--- config.mk ---
export PLATFORM = sky130hd
export DESIGN_NAME = cgra_tcdm_xbar
export DESIGN_NICKNAME = d
export VERILOG_FILES = /design/src/rtl/cgra_pkg.sv /design/src/rtl/cgra_id_fifo.sv /design/src/rtl/cgra_tcdm_xbar.sv
export SDC_FILE = /design/constraint.sdc
export NUM_CORES = 1
export LEC_CHECK = 0
export ABC_CLOCK_PERIOD_IN_PS = 15200
export BUFFER_PORTS_ARGS = -buffer_cell sky130_fd_sc_hd__buf_2
export CAP_MARGIN = 20
export CORE_AREA = 2 2 325 327
export CTS_CLUSTER_DIAMETER = 150
export DETAILED_ROUTE_END_ITERATION = 8
export DIE_AREA = 0 0 327 329
export GPL_TIMING_DRIVEN = 0
export PLACE_DENSITY = 0.37
export REMOVE_ABC_BUFFERS = 1
export SLEW_MARGIN = 20
export SYNTH_ARGS = -nofsm -noshare
export SYNTH_HDL_FRONTEND = slang
export SYNTH_SLANG_ARGS = --single-unit
--- constraint.sdc ---
create_clock -name clk_i -period 15.2 [get_ports clk_i]
set_clock_uncertainty 0.2 [all_clocks]
set_input_delay 3.8 -clock clk_i [delete_from_list [all_inputs] [get_ports clk_i]]
set_output_delay 3.8 -clock clk_i [all_outputs]
set_load 0.1 [all_outputs]
--- src/rtl/cgra_pkg.sv ---
// Shared types and constants for the CGRA column-to-TCDM crossbar.
// Mode encodings and the request payload bundle.
package cgra_pkg;

  localparam logic XBAR_MODE_FIXED = 1'b0;
  localparam logic XBAR_MODE_IL    = 1'b1;

  localparam int unsigned XBAR_ADDR_W = 32;
  localparam int unsigned XBAR_DATA_W = 32;
  localparam int unsigned XBAR_BE_W   = 4;

  typedef struct packed {
    logic                   we;
    logic [XBAR_BE_W-1:0]   be;
    logic [XBAR_ADDR_W-1:0] addr;
    logic [XBAR_DATA_W-1:0] wdata;
  } xbar_req_t;

endpackage

--- src/rtl/cgra_id_fifo.sv ---
// Requester-ID FIFO, one per bus port; records grant order so responses
// return to the right column. Ports: push/data_i in, pop/data_o head, full/empty/cnt.
module cgra_id_fifo #(
  parameter int unsigned DEPTH = 2,
  parameter int unsigned W     = 2
) (
  input  logic                         clk_i,
  input  logic                         rst_i,
  input  logic                         push_i,
  input  logic [W-1:0]                 data_i,
  input  logic                         pop_i,
  output logic [W-1:0]                 data_o,
  output logic                         full_o,
  output logic                         empty_o,
  output logic [$clog2(DEPTH+1)-1:0]   cnt_o
);

  localparam int unsigned PTR_W = (DEPTH > 1) ? $clog2(DEPTH) : 1;
  localparam int unsigned CW    = $clog2(DEPTH + 1);

  logic [DEPTH-1:0][W-1:0] mem_q, mem_d;
  logic [PTR_W-1:0]        wr_q, wr_d;
  logic [PTR_W-1:0]        rd_q, rd_d;
  logic [CW-1:0]           cnt_q, cnt_d;
  logic                    do_push, do_pop;

  function automatic logic [PTR_W-1:0] nxt(input logic [PTR_W-1:0] p);
    return (p == PTR_W'(DEPTH - 1)) ? '0 : p + PTR_W'(1);
  endfunction

  always_comb begin
    mem_d   = mem_q;
    wr_d    = wr_q;
    rd_d    = rd_q;
    cnt_d   = cnt_q;
    do_pop  = pop_i && (cnt_q != '0);
    do_push = push_i && ((cnt_q != CW'(DEPTH)) || do_pop);
    if (do_push) begin
      mem_d[wr_q] = data_i;
      wr_d        = nxt(wr_q);
    end
    if (do_pop) begin
      rd_d = nxt(rd_q);
    end
    if (do_push && !do_pop) begin
      cnt_d = cnt_q + CW'(1);
    end else if (!do_push && do_pop) begin
      cnt_d = cnt_q - CW'(1);
    end
  end

  always_ff @(posedge clk_i) begin
    if (rst_i) begin
      mem_q <= '0;
      wr_q  <= '0;
      rd_q  <= '0;
      cnt_q <= '0;
    end else begin
      mem_q <= mem_d;
      wr_q  <= wr_d;
      rd_q  <= rd_d;
      cnt_q <= cnt_d;
    end
  end

  assign data_o  = mem_q[rd_q];
  assign full_o  = (cnt_q == CW'(DEPTH));
  assign empty_o = (cnt_q == '0);
  assign cnt_o   = cnt_q;

endmodule

--- src/rtl/cgra_tcdm_xbar.sv ---
// Column-to-TCDM-port crossbar: N_REQ requesters onto N_PORT bus ports,
// fixed or interleaved routing, per-port RR with lock, in-order responses.
module cgra_tcdm_xbar
  import cgra_pkg::*;
#(
  parameter int unsigned N_REQ     = 4,
  parameter int unsigned N_PORT    = 4,
  parameter int unsigned ADDR_W    = 32,
  parameter int unsigned DATA_W    = 32,
  parameter int unsigned MAX_OUTST = 2,
  parameter int unsigned IL_LSB    = 2
) (
  input  logic                           clk_i,
  input  logic                           rst_i,
  input  logic                           mode_i,
  input  logic [N_REQ-1:0]               req_req_i,
  input  logic [N_REQ-1:0]               req_we_i,
  input  logic [N_REQ-1:0][3:0]          req_be_i,
  input  logic [N_REQ-1:0][ADDR_W-1:0]   req_addr_i,
  input  logic [N_REQ-1:0][DATA_W-1:0]   req_wdata_i,
  output logic [N_REQ-1:0]               req_gnt_o,
  output logic [N_REQ-1:0]               req_rvalid_o,
  output logic [N_REQ-1:0][DATA_W-1:0]   req_rdata_o,
  output logic [N_REQ-1:0]               stall_o,
  output logic [N_PORT-1:0]              bus_req_o,
  output logic [N_PORT-1:0]              bus_we_o,
  output logic [N_PORT-1:0][3:0]         bus_be_o,
  output logic [N_PORT-1:0][ADDR_W-1:0]  bus_addr_o,
  output logic [N_PORT-1:0][DATA_W-1:0]  bus_wdata_o,
  input  logic [N_PORT-1:0]              bus_gnt_i,
  input  logic [N_PORT-1:0]              bus_rvalid_i,
  input  logic [N_PORT-1:0][DATA_W-1:0]  bus_rdata_i,
  output logic                           busy_o,
  output logic                           err_o
);

  localparam int unsigned IW = (N_REQ > 1) ? $clog2(N_REQ) : 1;
  localparam int unsigned PW = (N_PORT > 1) ? $clog2(N_PORT) : 1;
  localparam int unsigned CW = $clog2(MAX_OUTST + 1);
  localparam int unsigned FW = $clog2(MAX_OUTST + 1);
  localparam logic [PW-1:0] PMASK = PW'(N_PORT - 1);

  logic                      mode_q, mode_d;
  logic                      err_q, err_d;
  logic [N_PORT-1:0][IW-1:0] rr_q, rr_d;
  logic [N_PORT-1:0][IW-1:0] lock_q, lock_d;
  logic [N_PORT-1:0]         lock_vld_q, lock_vld_d;
  logic [N_REQ-1:0][CW-1:0]  ocnt_q, ocnt_d;
  logic [N_REQ-1:0][PW-1:0]  lport_q, lport_d;

  logic [N_REQ-1:0][PW-1:0]  tgt;
  logic [N_REQ-1:0]          elig, inc, dec;
  logic [N_PORT-1:0][IW-1:0] sel, head;
  logic [N_PORT-1:0]         push, pop, f_full, f_empty;
  logic [N_PORT-1:0][FW-1:0] fifo_cnt;

  // A requester with responses pending may only issue to the same port,
  // otherwise two ports could answer it out of order.
  always_comb begin
    tgt  = '0;
    elig = '0;
    for (int i = 0; i < N_REQ; i++) begin
      if (mode_q == XBAR_MODE_IL) begin
        tgt[i] = req_addr_i[i][IL_LSB +: PW] & PMASK;
      end else begin
        tgt[i] = PW'(i % N_PORT);
      end
      elig[i] = req_req_i[i] &&
                ((ocnt_q[i] == '0) || (tgt[i] == lport_q[i]));
    end
  end

  always_comb begin
    logic             hit;
    logic [IW-1:0]    ci;
    bus_req_o    = '0;
    bus_we_o     = '0;
    bus_be_o     = '0;
    bus_addr_o   = '0;
    bus_wdata_o  = '0;
    req_gnt_o    = '0;
    req_rvalid_o = '0;
    req_rdata_o  = '0;
    sel          = '0;
    push         = '0;
    pop          = '0;
    inc          = '0;
    dec          = '0;
    rr_d         = rr_q;
    lock_d       = lock_q;
    lock_vld_d   = '0;
    lport_d      = lport_q;
    err_d        = err_q;
    for (int p = 0; p < N_PORT; p++) begin
      hit = 1'b0;
      ci  = '0;
      // Hold a raised request on the same requester until granted.
      if (lock_vld_q[p] && elig[lock_q[p]] &&
          (tgt[lock_q[p]] == PW'(p))) begin
        hit    = 1'b1;
        sel[p] = lock_q[p];
      end
      for (int j = 0; j < N_REQ; j++) begin
        ci = IW'((32'(rr_q[p]) + 32'(j)) % N_REQ);
        if (!hit && elig[ci] && (tgt[ci] == PW'(p))) begin
          hit    = 1'b1;
          sel[p] = ci;
        end
      end
      // Registered full flag only: no rvalid->req combinational path.
      bus_req_o[p] = hit && !f_full[p];
      if (bus_req_o[p]) begin
        bus_we_o[p]    = req_we_i[sel[p]];
        bus_be_o[p]    = req_be_i[sel[p]];
        bus_addr_o[p]  = req_addr_i[sel[p]];
        bus_wdata_o[p] = req_wdata_i[sel[p]];
      end
      push[p] = bus_req_o[p] && bus_gnt_i[p];
      if (push[p]) begin
        req_gnt_o[sel[p]] = 1'b1;
        inc[sel[p]]       = 1'b1;
        lport_d[sel[p]]   = PW'(p);
        rr_d[p]           = IW'((32'(sel[p]) + 32'd1) % N_REQ);
      end else if (bus_req_o[p]) begin
        lock_vld_d[p] = 1'b1;
        lock_d[p]     = sel[p];
      end
      pop[p] = bus_rvalid_i[p] && !f_empty[p];
      if (pop[p]) begin
        req_rvalid_o[head[p]] = 1'b1;
        req_rdata_o[head[p]]  = bus_rdata_i[p];
        dec[head[p]]          = 1'b1;
      end
      if (bus_rvalid_i[p] && f_empty[p]) begin
        err_d = 1'b1;
      end
    end
  end

  always_comb begin
    ocnt_d = ocnt_q;
    for (int i = 0; i < N_REQ; i++) begin
      if (inc[i] && !dec[i]) begin
        ocnt_d[i] = ocnt_q[i] + CW'(1);
      end else if (!inc[i] && dec[i]) begin
        ocnt_d[i] = ocnt_q[i] - CW'(1);
      end
    end
  end

  // Mode may only change while the crossbar is fully idle.
  always_comb begin
    busy_o = 1'b0;
    for (int p = 0; p < N_PORT; p++) begin
      if (fifo_cnt[p] != '0) begin
        busy_o = 1'b1;
      end
    end
    mode_d = (!busy_o && (bus_req_o == '0)) ? mode_i : mode_q;
  end

  for (genvar p = 0; p < N_PORT; p++) begin : g_fifo
    cgra_id_fifo #(
      .DEPTH (MAX_OUTST),
      .W     (IW)
    ) u_fifo (
      .clk_i   (clk_i),
      .rst_i   (rst_i),
      .push_i  (push[p]),
      .data_i  (sel[p]),
      .pop_i   (pop[p]),
      .data_o  (head[p]),
      .full_o  (f_full[p]),
      .empty_o (f_empty[p]),
      .cnt_o   (fifo_cnt[p])
    );
  end

  always_ff @(posedge clk_i) begin
    if (rst_i) begin
      mode_q     <= XBAR_MODE_FIXED;
      err_q      <= 1'b0;
      rr_q       <= '0;
      lock_q     <= '0;
      lock_vld_q <= '0;
      ocnt_q     <= '0;
      lport_q    <= '0;
    end else begin
      mode_q     <= mode_d;
      err_q      <= err_d;
      rr_q       <= rr_d;
      lock_q     <= lock_d;
      lock_vld_q <= lock_vld_d;
      ocnt_q     <= ocnt_d;
      lport_q    <= lport_d;
    end
  end

  assign stall_o = req_req_i & ~req_gnt_o;
  assign err_o   = err_q;

endmodule

==> impl_metrics.py <==
metrics = {
    "clock_tree": {
        "clk_latency_ps": 360,
        "htreeDepth": 3,
        "cts_buffers": 9,
        "cts_tree": "built",
        "cts_setup_buffers": 0,
        "cts_root_buffer": "clkbuf_16",
        "path_clk_slew_ps": 70,
        "cts_resized": 0,
        "holdBufCountCts": 0,
        "cts_buffer_depth": 2,
        "cts.sink_count": 70,
    },
    "detailed_routing": {
        "drtIter0Drc": 2048,
        "drt_drc_violations_left": 0,
        "via_per_inst": 5.27,
        "wl_per_cell_um": 25.8,
        "drt_wl_total_um": 122000,
        "ant_nets": 0,
        "vias": 24900,
        "drt_pass1_iterations": 6,
    },
    "worst_setup_path": {
        "required_ps": 11200,
        "end_kind": "output port",
        "reg2reg_slack_ps": 8810,
        "critical-path-max-stage-delay_ps": 630,
        "cp_common_cell": "buf_4",
        "crit_chain": "buf_2, or4b_1, o22ai_2, o311a_1, nor2_1, a21oi_2, o211ai_1, buf_4, buf_4, buf_4, buf_4, buf_4, buf_4, buf_4, buf_4, buf_4, o22ai_1, buf_2",
        "cp-start-kind": "input pin",
        "critPathArrivalTime_ps": 9300,
        "regToRegEndpoint": "ocnt_q[7]",
        "r2r_start": "mode_q",
        "critPathMaxFanout": 12,
        "rr_worst_depth": 15,
        "crit_path_top_delay_cell": "a21oi_2",
        "path_class": "in2out",
    },
    "yosys": {
        "syn_area_um2": 17100,
        "synth_common_cells": "299 x nand2_1, 292 x nand3_1, 290 x mux2i_1",
        "ys_warn_count": 0,
        "yosysMostFrequentCell": "nand2_1",
        "syn_inst": 2646,
        "async_flop_share_pct": 0,
        "synthDominantCellAreaShare_pct": 17.0,
        "synth-seq-cells": 70,
        "synth_cell_types": 91,
        "syn_avg_cell_area_um2": 6.47,
        "synth_edf_count": 0,
        "netlist.top_cell.by_area": "mux2i_1",
        "synth_area_leaders": "mux2i_1 17%, nand3_1 8.5%, dfxtp_1 8.2%",
        "synth_ff_type": "dfxtp_1",
        "yosysSeqAreaShare_pct": 8.19,
    },
    "die": {
        "core_area_um2": 104000,
        "ios": 841,
        "die_x_um": 327,
        "die_area_um2": 108000,
        "start_util_pct": 16.4,
        "die_y_um": 329,
        "std_cell_rows": 119,
    },
    "timing": {
        "fin_crit_sh_pct": 87.5,
        "finalSetupViolCount": 0,
        "tightest_slew_ps": 1020,
        "slew_headroom_pct": 31.3,
        "rsz0062_at_grt": "false",
        "hold_viol_final": 0,
        "slew_viol_final": 0,
        "fin_crit_ps": 13300,
        "clock.fmax_mhz": 75.2,
    },
    "run": {
        "drv_cap": 0,
    },
    "global_route": {
        "track_usage_pct": 21.2,
        "grt_max_degree": 112,
        "grt_pass1_wl_um": 172000,
        "antenna_found_initial": 54,
        "grt_pass1_vias": 23000,
        "grt_overflow_total": 0,
    },
    "cells_and_area": {
        "fillers": 12000,
        "fin_nets": 3747,
        "layout-drive-gt1-share_pct": 30.6,
        "fin_util_pct": 23.4,
        "synthToLayoutAreaGrowth_pct": 42.8,
    },
    "placement": {
        "dp_hpwl_um": 97100,
        "port_buffers": 840,
        "gp_congestion": 0.898,
    },
    "min_path": {
        "whs_path_depth": 2,
        "worstHoldEndpoint": "g_fifo[2].u_fifo.mem_q[2]",
        "worstHoldStart": "g_fifo[2].u_fifo.wr_q",
        "hold_class": "reg2reg",
    },
    "status": {
        "status": "completed",
    },
}
==> critical path: cells and delay by family <==
| family | cells | cell delay (ps) |
|---|---|---|
| buf+inv | 11 | 2390 |
| simple gates | 2 | 640 |
| compound gates | 5 | 2420 |
==> flip-flops by register name (all words and copies together), names as in the netlist <==
register / flops
g_fifo.u_fifo.mem_q: 16
g_fifo.u_fifo.cnt_o: 8
lock_q: 8
lport_q: 8
ocnt_q: 8
rr_q: 8
g_fifo.u_fifo.rd_q: 4
g_fifo.u_fifo.wr_q: 4
lock_vld_q: 4
err_o: 1
mode_q: 1
==> kinds of logic (layout without fill, tap and decap cells) <==
family / after synthesis / after routing / synth area share [%]
AND/OR/NAND/NOR: 1071 / 1071 / 29.8
AO/OA/AOI/OAI: 835 / 835 / 33.6
buffers and inverters: 326 / 993 / 8.12
multiplexers: 297 / 297 / 17.5
flip-flops: 70 / 70 / 8.19
XOR/XNOR: 27 / 27 / 1.38
adder cells (fa/ha/maj): 20 / 20 / 1.46
other: 0 / 21 / 0
==> routing by layer <==
| layer | vias up | wire [um] | track usage, % | share of wire [%] |
|---|---|---|---|---|
| met3 | 185 | 9530 | 4.96 | 7.8 |
| met4 | 24 | 3930 | 6.55 | 3.2 |
| met5 | - | 160 | 0 | 0.13 |
| li1 | 11500 | - | - | - |
| met1 | 12100 | 50300 | 26.9 | 41 |
| met2 | 1123 | 58000 | 35.5 | 48 |
==> worst max path at each step <==
stage / slack, ps / end / depth (start not counted) / start
2_1_floorplan: -9870 / stall_o[3] / 12 / req_addr_i[35]
3_3_place_gp: -25290 / stall_o[3] / 14 / req_addr_i[35]
3_5_place_dp: 1810 / bus_addr_o[112] / 18 / req_addr_i[35]
4_1_cts: 1790 / bus_addr_o[112] / 18 / req_addr_i[35]
5_1_grt: 1720 / bus_addr_o[112] / 18 / req_addr_i[67]
6_report: 1900 / bus_addr_o[112] / 18 / req_addr_i[35]
==> layout by cell type, fill, tap and decap left out, types with 21 or more instances in the layout <==
cell type | netlist | routed
a311oi_1 | 69 | 69
nand2_1 | 299 | 298
and2_1 | 72 | 72
mux2i_1 | 290 | 290
o31ai_1 | 38 | 37
dfxtp_1 | 70 | 70
o22ai_1 | 139 | 138
a22oi_1 | 98 | 98
inv_1 | 39 | 37
diode_2 | 0 | 21
buf_2 | 85 | 839
a221oi_1 | 32 | 32
nor2_1 | 223 | 214
nand4_1 | 75 | 75
a21oi_1 | 136 | 132
xor2_1 | 24 | 24
buf_16 | 0 | 52
o21ai_0 | 117 | 116
a211oi_1 | 83 | 82
nand3_1 | 292 | 291
==> area by class of cell <==
cell class	instances	area, um2	area share, %
diodes	21	52.6	0.215
multi-input cells	2250	14600	59.7
clock inverters	7	100	0.409
flip-flops and latches	70	1400	5.73
inverters	40	165	0.676
well taps	1391	1740	7.12
repair buffers	937	6180	25.3
clock buffers	9	225	0.921
==> metrics by stage <==
step	area, um2	hold WS (ps)	setup slack (ps)	setup TNS [ps]	cells
floorplan	15900	252	-9870	-1644090	2360
global placement	21800	289	-25290	-4069500	4591
detailed placement	24100	287	1810	0	4688
CTS	24400	297	1790	0	4704
global route	24400	318	1720	0	4717
finish	24400	294	1900	0	4725
Power is not shown: default switching activity piles up to over one toggle a cycle in this logic, so the estimate is an artifact.
